--- src/rtl/prog_loader.sv ---
// prog_loader: boot-time program loader for the core's instruction memory.
// Receives a byte stream made of a 16-bit little-endian word count N and then
// N little-endian 32-bit words. Each word is written to sequential imem
// addresses. The core is held in reset until the image is complete and valid.
// Optional feature macro: PROG_LOADER_CKSUM_EN. When it is defined, one trailing
// checksum byte follows the data. It must equal the XOR of all count and data bytes.
//
// Handshake: a byte transfers on a rising clk edge when rx_valid && rx_ready.
// rx_ready depends only on state, never on rx_valid. It is high in every state
// except DONE. Idle cycles on rx_valid change nothing.
module prog_loader #(
    parameter int ADDR_W = 5,
    parameter int CNT_W  = 16
) (
    input  logic              clk,
    input  logic              reset,
    input  logic              rx_valid,
    input  logic [7:0]        rx_data,
    output logic              rx_ready,
    input  logic              restart,
    output logic              imem_we,
    output logic [ADDR_W-1:0] imem_addr,
    output logic [31:0]       imem_wdata,
    output logic              core_reset,
    output logic              done,
    output logic              err,
    output logic [2:0]        dbg_state
);

    localparam int             DEPTH   = 1 << ADDR_W;
    localparam logic [CNT_W:0] DEPTH_V = (CNT_W+1)'(DEPTH);

    typedef enum logic [2:0] {
        S_HDR0 = 3'd0,
        S_HDR1 = 3'd1,
        S_DATA = 3'd2,
`ifdef PROG_LOADER_CKSUM_EN
        S_CHK  = 3'd3,
`endif
        S_DONE = 3'd4
    } state_t;

    state_t            r_state;
    state_t            w_next;
    logic [CNT_W-1:0]  r_count;
    logic [CNT_W-1:0]  r_word_idx;
    logic [1:0]        r_byte_idx;
    logic [23:0]       r_shift;
`ifdef PROG_LOADER_CKSUM_EN
    logic [7:0]        r_cksum;
`endif

    logic              w_accept;
    logic [CNT_W-1:0]  w_count_full;
    logic              w_last_word;
    logic              w_in_range;

    assign w_accept     = rx_valid && rx_ready;
    assign w_count_full = {rx_data, r_count[7:0]};
    assign w_last_word  = (r_word_idx == (r_count - CNT_W'(1)));
    assign w_in_range   = ({1'b0, r_word_idx} < DEPTH_V);
    assign dbg_state    = r_state;

    // State register.
    always_ff @(posedge clk) begin
        if (reset) begin
            r_state <= S_HDR0;
        end else begin
            r_state <= w_next;
        end
    end

    // Next-state logic and the byte-ready flag.
    always_comb begin
        w_next   = r_state;
        rx_ready = 1'b1;
        unique case (r_state)
            S_HDR0: begin
                if (w_accept) w_next = S_HDR1;
            end
            S_HDR1: begin
                if (w_accept) begin
                    if (w_count_full == '0) begin
`ifdef PROG_LOADER_CKSUM_EN
                        w_next = S_CHK;
`else
                        w_next = S_DONE;
`endif
                    end else begin
                        w_next = S_DATA;
                    end
                end
            end
            S_DATA: begin
                if (w_accept && (r_byte_idx == 2'd3) && w_last_word) begin
`ifdef PROG_LOADER_CKSUM_EN
                    w_next = S_CHK;
`else
                    w_next = S_DONE;
`endif
                end
            end
`ifdef PROG_LOADER_CKSUM_EN
            S_CHK: begin
                if (w_accept) w_next = S_DONE;
            end
`endif
            S_DONE: begin
                rx_ready = 1'b0;
                if (restart) w_next = S_HDR0;
            end
            default: begin
                w_next = S_HDR0;
            end
        endcase
    end

    // Datapath: header capture, word assembly, imem write, and status flags.
    // done and core_reset are registered. They change the cycle after DONE is
    // entered, so they follow the final write by one cycle.
    always_ff @(posedge clk) begin
        if (reset) begin
            r_count    <= '0;
            r_word_idx <= '0;
            r_byte_idx <= '0;
            r_shift    <= '0;
            imem_we    <= 1'b0;
            imem_addr  <= '0;
            imem_wdata <= '0;
            core_reset <= 1'b1;
            done       <= 1'b0;
            err        <= 1'b0;
`ifdef PROG_LOADER_CKSUM_EN
            r_cksum    <= '0;
`endif
        end else begin
            imem_we <= 1'b0;
            unique case (r_state)
                S_HDR0: begin
                    if (w_accept) begin
                        r_count <= {r_count[CNT_W-1:8], rx_data};
`ifdef PROG_LOADER_CKSUM_EN
                        r_cksum <= r_cksum ^ rx_data;
`endif
                    end
                end
                S_HDR1: begin
                    if (w_accept) begin
                        r_count <= w_count_full;
                        if ({1'b0, w_count_full} > DEPTH_V) err <= 1'b1;
`ifdef PROG_LOADER_CKSUM_EN
                        r_cksum <= r_cksum ^ rx_data;
`endif
                    end
                end
                S_DATA: begin
                    if (w_accept) begin
                        r_shift    <= {rx_data, r_shift[23:8]};
                        r_byte_idx <= r_byte_idx + 2'd1;
`ifdef PROG_LOADER_CKSUM_EN
                        r_cksum    <= r_cksum ^ rx_data;
`endif
                        if (r_byte_idx == 2'd3) begin
                            r_word_idx <= r_word_idx + CNT_W'(1);
                            // Words past the end of imem are consumed but not written.
                            if (w_in_range) begin
                                imem_we    <= 1'b1;
                                imem_wdata <= {rx_data, r_shift};
                                imem_addr  <= r_word_idx[ADDR_W-1:0];
                            end
                        end
                    end
                end
`ifdef PROG_LOADER_CKSUM_EN
                S_CHK: begin
                    if (w_accept && (rx_data != r_cksum)) err <= 1'b1;
                end
`endif
                S_DONE: begin
                    if (restart) begin
                        done       <= 1'b0;
                        err        <= 1'b0;
                        core_reset <= 1'b1;
                        r_count    <= '0;
                        r_word_idx <= '0;
                        r_byte_idx <= '0;
                        r_shift    <= '0;
`ifdef PROG_LOADER_CKSUM_EN
                        r_cksum    <= '0;
`endif
                    end else begin
                        done       <= 1'b1;
                        core_reset <= err;
                    end
                end
                default: begin
                end
            endcase
        end
    end

endmodule
--- config.mk ---
export PLATFORM = sky130hd
export DESIGN_NAME = prog_loader
export DESIGN_NICKNAME = d
export VERILOG_FILES = /design/src/rtl/prog_loader.sv
export SDC_FILE = /design/constraint.sdc
export NUM_CORES = 1
export LEC_CHECK = 0
export ABC_AREA = 1
export BUFFER_PORTS_ARGS = -buffer_cell sky130_fd_sc_hd__buf_2
export CAP_MARGIN = 0
export CORE_MARGIN = 3
export CORE_UTILIZATION = 37
export CTS_CLUSTER_DIAMETER = 80
export DETAILED_ROUTE_END_ITERATION = 12
export GPL_ROUTABILITY_DRIVEN = 0
export PLACE_DENSITY = 0.52
export SLEW_MARGIN = 10
export SYNTH_ARGS = -nofsm -noshare
export SYNTH_HDL_FRONTEND = slang
export SYNTH_SLANG_ARGS = --single-unit
--- constraint.sdc ---
create_clock -name clk -period 2.5 [get_ports clk]
set_clock_uncertainty 0.1 [all_clocks]
set_input_delay 0.375 -clock clk [delete_from_list [all_inputs] [get_ports clk]]
set_output_delay 0.375 -clock clk [all_outputs]
set_load 0.02 [all_outputs]
==> results.cfg, run 1 <==
[route]
vias = 4382
totalWireLength_um = 12600
dr.pass1.iters = 5
wl_per_cell_um = 14.1
postRouteAntennaNets = 0
drt_iter0_drc = 283
vias_per_cell = 4.90
drc = 0

[place]
dpl.hpwl_um = 9390
port_buffers = 56
dp_worst_setup_slack_ps = 481

[die]
dieArea_mm2 = 0.0142
num_io_pins = 57
die_x_um = 119
num_rows = 40
fp.dieH_um = 119
design.core.area_mm2 = 0.0123
start_util = 0.387

[global_route]
overflow = 0
grt_util_met1 = 0.263
antenna_found_initial = 0
track_usage = 0.183
grt-busiest-layer = met2
grt_pass1_wl_um = 20900
first_global_vias = 4032
grt_use_met3 = 0.0370
grt.met2_usage = 0.278
grt_max_degree = 50

[layout]
antenna_cells = 0
layout_commonest_cell = nand2_1
fin_nets = 738
areaGrowthSynthToFinish_pct = 15.5
drive_above_1_share = 0.157
utilization = 0.447
layout_common_cells = nand2_1, nor2_1, dfxtp_1

[worst_setup_path]
worstSetupEndpointType = flip-flop
path_max_fanout = 11
arrival_ps = 2200
worstSetupPathType = reg -> reg
cp.required_ps = 2680
cp-start-kind = flip-flop

[job]
drv_cap = 0

[logic_synthesis]
yosysWarningCount = 0
synth_top_family_by_area = simple AND/OR/NAND/NOR gates
post_synth_main_area_contributors = dfxtp_1, nand2_1, nor2_1
syn-num-nets = 687
synth_cell_type_count = 40
synth_compound_area_frac = 0.137
synth_edf_count = 0
syn-cell-area_mm2 = 0.00474
netlist_instances = 671
synth_top_cell_by_area = dfxtp_1
yosys.area.top_type_share = 0.431
synthAdderAreaFrac = 0.0106
ys_ff_latch = 102
yosys.area_share.simple = 0.327
post_synth.cell_area_avg_um2 = 7.07
synth_seq_area_share = 0.431
synthMuxAreaShare = 0
synth-main-ff-cell = dfxtp_1
synth_xor_area_frac = 0.0222
synth_async_sr_flop_share = 0

[clock_tree]
hold_buffers = 0
cts.clk_slew.worst_paths_ps = 80
cts.sinks = 102
cts_buffer_depth = 2
numCtsBuffers = 9
cts_resized = 0
htreeDepth = 3
cts_root_buffer = clkbuf_16
worstSkewPairLatency_ps = 350
postCtsSetupRepairBufs = 0
cts_tree = done

[sta]
tns_ps = 0
hold_viol = 0
rsz0062_at_grt = no
drv_slew = 0
slew_headroom = 0.704
min_period_over_period = 0.806
finalSetupViolCount = 0
worst_pin_slew_ps = 444
min_period_ps = 2020
fmax_ghz = 0.496
worst_slack_ps = 485
holdWs_ps = 229

[power]
powerDensity_mw_per_mm2 = 700
ir_drop_uv = 290
p_total_uw = 3830
p_leak_uw = 0.00236

[run_status]
outcome = finished, final reports clean

[worst_hold_path]
hold_class = in -> reg
cell families (layout without fill, tap and decap cells):
kind of cell,after synthesis,count (layout)
AND/OR/NAND/NOR,349,349
buffers and inverters,81,136
adder cells (fa/ha/maj),4,4
AO/OA/AOI/OAI,123,123
flip-flops,102,102
XOR/XNOR,12,12
cell type report:
class,instances,area (um2)
Clock buffer,9,225
Tap cell,168,210
Sequential cell,102,2040
Multi-Input combinational cell,488,2350
Timing Repair Buffer,67,363
Clock inverter,6,75.1
Fill cell,1322,6790
Inverter,54,205
through the flow:
| step | std cells | instance area (um2) |
|---|---|---|
| 6_report | 894 | 5480 |
| 5_1_grt | 894 | 5480 |
| 4_1_cts | 894 | 5480 |
| 3_5_place_dp | 879 | 5170 |
| 3_3_place_gp | 879 | 5170 |
| 2_1_floorplan | 671 | 4740 |
final timing paths:
| path | end | depth (start not counted) | slack (ps) | from |
|---|---|---|---|---|
| worst min register to register | imem_wdata[6]$_SDFFE_PP0P_ | 2 | 380 | imem_wdata[6]$_SDFFE_PP0P_ |
| worst max register to register | r_word_idx[9]$_SDFFE_PP0P_ | 12 | 480 | dbg_state[1]$_SDFFE_PP0P_ |
| worst min-delay path | r_count[7]$_SDFFE_PP0P_ | 3 | 230 | rx_data[7] |
| worst max-delay path | r_word_idx[9]$_SDFFE_PP0P_ | 12 | 480 | dbg_state[1]$_SDFFE_PP0P_ |
registers in the layout, indices dropped and copies added, names as in the netlist:
signal	count
imem_addr	5
r_word_idx	16
err	1
dbg_state	3
imem_wdata	32
done	1
core_reset	1
imem_we	1
r_shift	24
r_byte_idx	2
r_count	16
where the power goes:
group          switching, uW  total, uW  internal, uW
Combinational            464        678           213
Clock                    644       1420           779
Sequential              62.5       1730          1670
synthesized netlist by cell type, types with 5 or more instances:
cell type and n:
a22oi_1 9, nor3_1 8, inv_2 5, o21ai_1 22, nand3_1 46, xor2_1 5
clkbuf_1 15, a21oi_1 53, o21ai_0 34, nor2_1 119, dfxtp_1 102, nor2_2 8
xnor2_1 7, inv_1 47, nand2_1 137
critical path: stages (launching register included):
cell	delay [ps]
dfxtp_1	430
nor2_2	80
nand2_4	130
inv_4	80
nand2_4	90
o21ai_2	80
nor2_4	270
nand2_2	140
nor3_4	180
nand2_2	80
nor2_2	110
nand2_1	60
a21oi_1	120
per-layer routing:
layer / vias up / share of wire
met5: - / 0
met4: 0 / 0.011
met3: 10 / 0.049
met2: 101 / 0.44
met1: 1989 / 0.50
li1: 2282 / -
Note: power is estimated with default switching activity, not from simulation.
==> inputs of run 2 (changes only) <==
--- a/config.mk
+++ b/config.mk
@@ -13,7 +13,7 @@
 export CTS_CLUSTER_DIAMETER = 80
 export DETAILED_ROUTE_END_ITERATION = 12
 export GPL_ROUTABILITY_DRIVEN = 0
-export PLACE_DENSITY = 0.52
+export PLACE_DENSITY = 0.54
 export SLEW_MARGIN = 10
 export SYNTH_ARGS = -nofsm -noshare
 export SYNTH_HDL_FRONTEND = slang
==> constraint.sdc (replaced) <==
create_clock -name clk -period 1.7 [get_ports clk]
set_clock_uncertainty 0.1 [all_clocks]
set_input_delay 0.255 -clock clk [delete_from_list [all_inputs] [get_ports clk]]
set_output_delay 0.255 -clock clk [all_outputs]
set_load 0.02 [all_outputs]
==> run 2 against run 1 <==
Net effect: the run now ends with setup timing left; first-iteration DRC count is 27% higher; register-to-register slack worse by 660 ps; combinational power grew 110%; die area stayed put; flip-flop and latch count stayed put; via count rose by 9.2%; critical path type unchanged; critical endpoint is now dbg_state[1]$_SDFFE_PP0P_.
==> results.cfg, run 2 (synthesized netlist as in run 1, its figures left out) <==
[sta]
fmax_ghz = 0.532
rsz0062_at_grt = yes
worst_slack_ps = -178
min_period_ps = 1880
hold_viol = 0
finalSetupViolCount = 45
slew_headroom = 0.676
min_period_over_period = 1.10
tns_ps = -3400
worst_pin_slew_ps = 486
drv_slew = 0

[layout]
largest_reg_flops = 32
fin_nets = 816
layout_commonest_cell = nand2_1
utilization = 0.534
registers.top_by_ff_count = imem_wdata
fin_area_mm2 = 0.00655
areaGrowthSynthToFinish_pct = 38.1
layout_common_cells = nand2_1, nor2_1, dfxtp_1
drive_above_1_share = 0.318
antenna_cells = 0
reg_top3 = imem_wdata: 32 flops, r_shift: 24 flops
fin_cells = 973
fillers = 1171

[global_route]
overflow = 0
track_usage = 0.200
first_global_vias = 4475
grt_pass1_wl_um = 22700
antenna_found_initial = 0
grt_max_degree = 50

[route]
vias = 4787
drc = 0
vias_per_cell = 4.92
postRouteAntennaNets = 0
drt_iter0_drc = 359
wl_per_cell_um = 14.7
dr.pass1.iters = 6
totalWireLength_um = 14300

[worst_hold_path]
hold_class = in -> reg

[power]
p_leak_uw = 0.00288
powerDensity_mw_per_mm2 = 926
ir_drop_uv = 532

[worst_setup_path]
arrival_ps = 2040
cpMostUsedCell = nand2_1
crit_path_top_delay_cell = dfxtp_1
cp_cell_sequence = nor2_1 > nand2_1 > nor2_4 > nand2_1 > nand3_1 > nand2_1 > inv_1 > nand2_1 > nor2_1 > nand2_1 > nand2_1 > o21ai_1 > nand2_1 > inv_1
worstSetupEndpointType = flip-flop
max_stage_delay_ps = 360
path_max_fanout = 6
cp.required_ps = 1860
worstSetupPathType = reg -> reg
cp-start-kind = flip-flop

[run_status]
outcome = complete, but fails checks
violations = setup timing

[clock_tree]
cts_tree = done
cts.sinks = 102
htreeDepth = 3
cts.clk_slew.worst_paths_ps = 70
cts_root_buffer = clkbuf_16
numCtsBuffers = 9
worstSkewPairLatency_ps = 360
cts_buffer_depth = 2

[place]
port_buffers = 56
dp_cells = 941
postPlaceCellArea_mm2 = 0.00569
dpl.hpwl_um = 9900

[die]
num_rows = 40
start_util = 0.387
design.core.area_mm2 = 0.0123
die_x_um = 119
dieArea_mm2 = 0.0142
num_io_pins = 57
fp.dieH_um = 119

[job]
drv_cap = 0
## run 2: repair_timing
item,CTS,global route
setup endpoints to repair,55,66
hold buffers,0,0
buffers inserted,10,5
pin swaps,30,30
resized for setup,47,69
cloned,3,2
## run 2: layer usage
| metal | GRT usage | up-vias | routed length [um] |
|---|---|---|---|
| met4 | 0.0594 | 0 | 187 |
| met1 | 0.286 | 2205 | 7230 |
| met5 | 0 | - | 0 |
| met3 | 0.0475 | 13 | 604 |
| li1 | - | 2452 | - |
| met2 | 0.299 | 117 | 6290 |
## run 2: power breakdown
part / internal, uW / total [uW] / switching (uW)
combinational: 586 / 1410 / 828
sequential: 2460 / 2550 / 85.6
clock: 1150 / 2100 / 950
## run 2: critical path: cells and delay by family (launching register included)
kind / cells / cell delay (ps)
compound gates: 1 / 70
buf+inv: 2 / 90
flops: 1 / 360
simple gates: 11 / 1160
## run 2: layout make-up
cell class	instances	area, um2	area share
Multi-Input combinational cell	488	2620	0.400
Timing Repair Buffer	145	1140	0.173
Tap cell	168	210	0.0321
Inverter	54	226	0.0346
Clock buffer	12	236	0.0361
Clock inverter	4	55.1	0.00841
Sequential cell	102	2060	0.315
## run 2: stage by stage
| stage | setup slack [ps] | power (uW) | hold slack, ps |
|---|---|---|---|
| 4_1_cts | -179 | 6020 | 139 |
| 6_report | -178 | 6070 | 161 |
| 2_1_floorplan | 4.24 | 3340 | 295 |
| 3_3_place_gp | -228 | 3800 | 360 |
| 3_5_place_dp | -266 | 3830 | 366 |
| 5_1_grt | -355 | 6370 | 175 |
## run 2: path summary, 6_finish.rpt
check / start / to / slack, ps / cells after the start
max: r_count[5]$_SDFFE_PP0P_ / dbg_state[1]$_SDFFE_PP0P_ / -180 / 14
min: rx_valid / dbg_state[0]$_SDFFE_PP0P_ / 160 / 3
max reg2reg: r_count[5]$_SDFFE_PP0P_ / dbg_state[1]$_SDFFE_PP0P_ / -180 / 14
min reg2reg: imem_wdata[6]$_SDFFE_PP0P_ / imem_wdata[6]$_SDFFE_PP0P_ / 360 / 2
==> inputs of run 3 (changes only) <==
--- a/config.mk
+++ b/config.mk
@@ -8,7 +8,7 @@
 export ABC_AREA = 1
 export BUFFER_PORTS_ARGS = -buffer_cell sky130_fd_sc_hd__buf_2
 export CAP_MARGIN = 0
-export CORE_MARGIN = 3
+export CORE_MARGIN = 2
 export CORE_UTILIZATION = 37
 export CTS_CLUSTER_DIAMETER = 80
 export DETAILED_ROUTE_END_ITERATION = 12
==> run 3 against run 2 <==
Net effect: the flow still finishes with violations (setup timing); largest cell class unchanged; highest routed layer unchanged; combinational power up 8%; setup slack worse by 4.4 ps; critical endpoint unchanged; largest power group unchanged; clock power up 3%; design area up 4.6%.
==> results.cfg, run 3 (synthesized netlist as in run 1, its figures left out) <==
[layout]
largest_reg_flops = 32
fin_area_mm2 = 0.00685
areaGrowthSynthToFinish_pct = 44.5
registers.top_by_ff_count = imem_wdata
layout_common_cells = nand2_1, dfxtp_1, buf_4
reg_top3 = imem_wdata: 32 flops, r_shift: 24 flops
utilization = 0.545
fin_nets = 838
drive_above_1_share = 0.370
antenna_cells = 0
layout_commonest_cell = nand2_1

[worst_setup_path]
worstSetupEndpointType = flip-flop
cp-start-kind = flip-flop
worstSetupPathType = reg -> reg
arrival_ps = 2030
path_max_fanout = 3
ff2ff_setup_slack_ps = -180
timing.rr.start = r_count[1]$_SDFFE_PP0P_
crit_path_top_delay_cell = dfxtp_2
reg2reg_to = dbg_state[1]$_SDFFE_PP0P_
cp_cell_sequence = inv_2 > ha_4 > buf_6 > inv_2 > nand2_2 > nand3_1 > nand2_1 > nor2_1 > nand2_1 > nor2_1 > nand2_1 > nor2_2 > nand2_2 > nand2_2 > o21ai_2 > nand2_1 > inv_1
cpMostUsedCell = nand2_1
cp.required_ps = 1850
rr_worst_depth = 17
max_stage_delay_ps = 360

[clock_tree]
cts_buffer_depth = 2
cts.sinks = 102
cts_root_buffer = clkbuf_16
hold_buffers = 0
htreeDepth = 3
cts.clk_slew.worst_paths_ps = 70
numCtsBuffers = 9
worstSkewPairLatency_ps = 350
cts_tree = done

[power]
powerDensity_mw_per_mm2 = 908
p_leak_uw = 0.00303
ir_drop_uv = 612
p_total_uw = 6220

[route]
postRouteAntennaNets = 0
drc = 0
wl_per_cell_um = 14.6
drt_iter0_drc = 332
dr.pass1.iters = 5
vias = 4945
vias_per_cell = 4.95
totalWireLength_um = 14600

[die]
dieArea_mm2 = 0.0137
fp.dieH_um = 117
num_io_pins = 57
start_util = 0.377
die_x_um = 117
num_rows = 41
design.core.area_mm2 = 0.0126

[job]
drv_cap = 0

[place]
dp_worst_setup_slack_ps = -261
dpl.hpwl_um = 9880
port_buffers = 56
postPlaceCellArea_mm2 = 0.00577

[sta]
hold_viol = 0
worst_slack_ps = -183
min_period_over_period = 1.11
min_period_ps = 1880
drv_slew = 0
worst_pin_slew_ps = 488
tns_ps = -2950
fmax_ghz = 0.531
finalSetupViolCount = 43
slew_headroom = 0.674
rsz0062_at_grt = yes

[worst_hold_path]
hold_depth = 4
hold_class = in -> reg
hold_end = r_count[15]$_SDFFE_PP0P_
worstHoldStart = rx_data[7]

[global_route]
grt.met2_usage = 0.333
grt_util_met1 = 0.295
antenna_found_initial = 0
first_global_vias = 4409
grt_use_met3 = 0.0433
grt-busiest-layer = met2
track_usage = 0.210
grt_max_degree = 50
overflow = 0
grt_pass1_wl_um = 22300

[run_status]
violations = setup timing
outcome = complete, but fails checks
-- run 3: layout make-up --
class                      count  area [um2]
fill                        1219        5720
multi-input combinational    488        2710
sequential                   102        2070
timing repair buffer         167        1330
clock buffer                  10         229
inverter                      54         226
tap                          172         215
clock inverter                 6        81.3
-- run 3: where the power goes --
group          internal (uW)  switching [uW]
logic                    647             875
clock network           1170             987
registers               2460            81.4
-- run 3: worst max-delay path by stage --
stage	from	end	slack, ps	cells after the start
floorplan	r_count[0]$_SDFFE_PP0P_	dbg_state[1]$_SDFFE_PP0P_	4	16
global placement	r_count[1]$_SDFFE_PP0P_	dbg_state[1]$_SDFFE_PP0P_	-260	17
detailed placement	r_count[1]$_SDFFE_PP0P_	dbg_state[1]$_SDFFE_PP0P_	-260	17
CTS	r_count[1]$_SDFFE_PP0P_	dbg_state[1]$_SDFFE_PP0P_	-160	18
global route	r_count[0]$_SDFFE_PP0P_	dbg_state[1]$_SDFFE_PP0P_	-350	15
finish	r_count[1]$_SDFFE_PP0P_	dbg_state[1]$_SDFFE_PP0P_	-180	17
-- run 3: critical path, delay by kind of cell, from the launching register on --
kind            cells  cell delay (ps)
compound gates      1               60
fa+ha+maj           1              160
buf+inv             4              260
flops               1              360
simple gates       11              850
-- run 3: stage by stage --
| step | hold WS [ps] | std cells |
|---|---|---|
| floorplan | 295 | 671 |
| global placement | 360 | 956 |
| detailed placement | 366 | 956 |
| CTS | 194 | 988 |
| global route | 217 | 999 |
| finish | 199 | 999 |
-- run 3: routing by layer --
metal  vias up  wire [um]
met2       114       6840
met4         0        144
met1      2314       6980
met5         -          0
li1       2505          -
met3        12        604
-- run 3: repair_timing --
action,CTS,global route
setup buffers,12,10
endpoints found under the setup margin,53,84
resized for setup,47,103
pin swaps,23,38
gates cloned,4,2
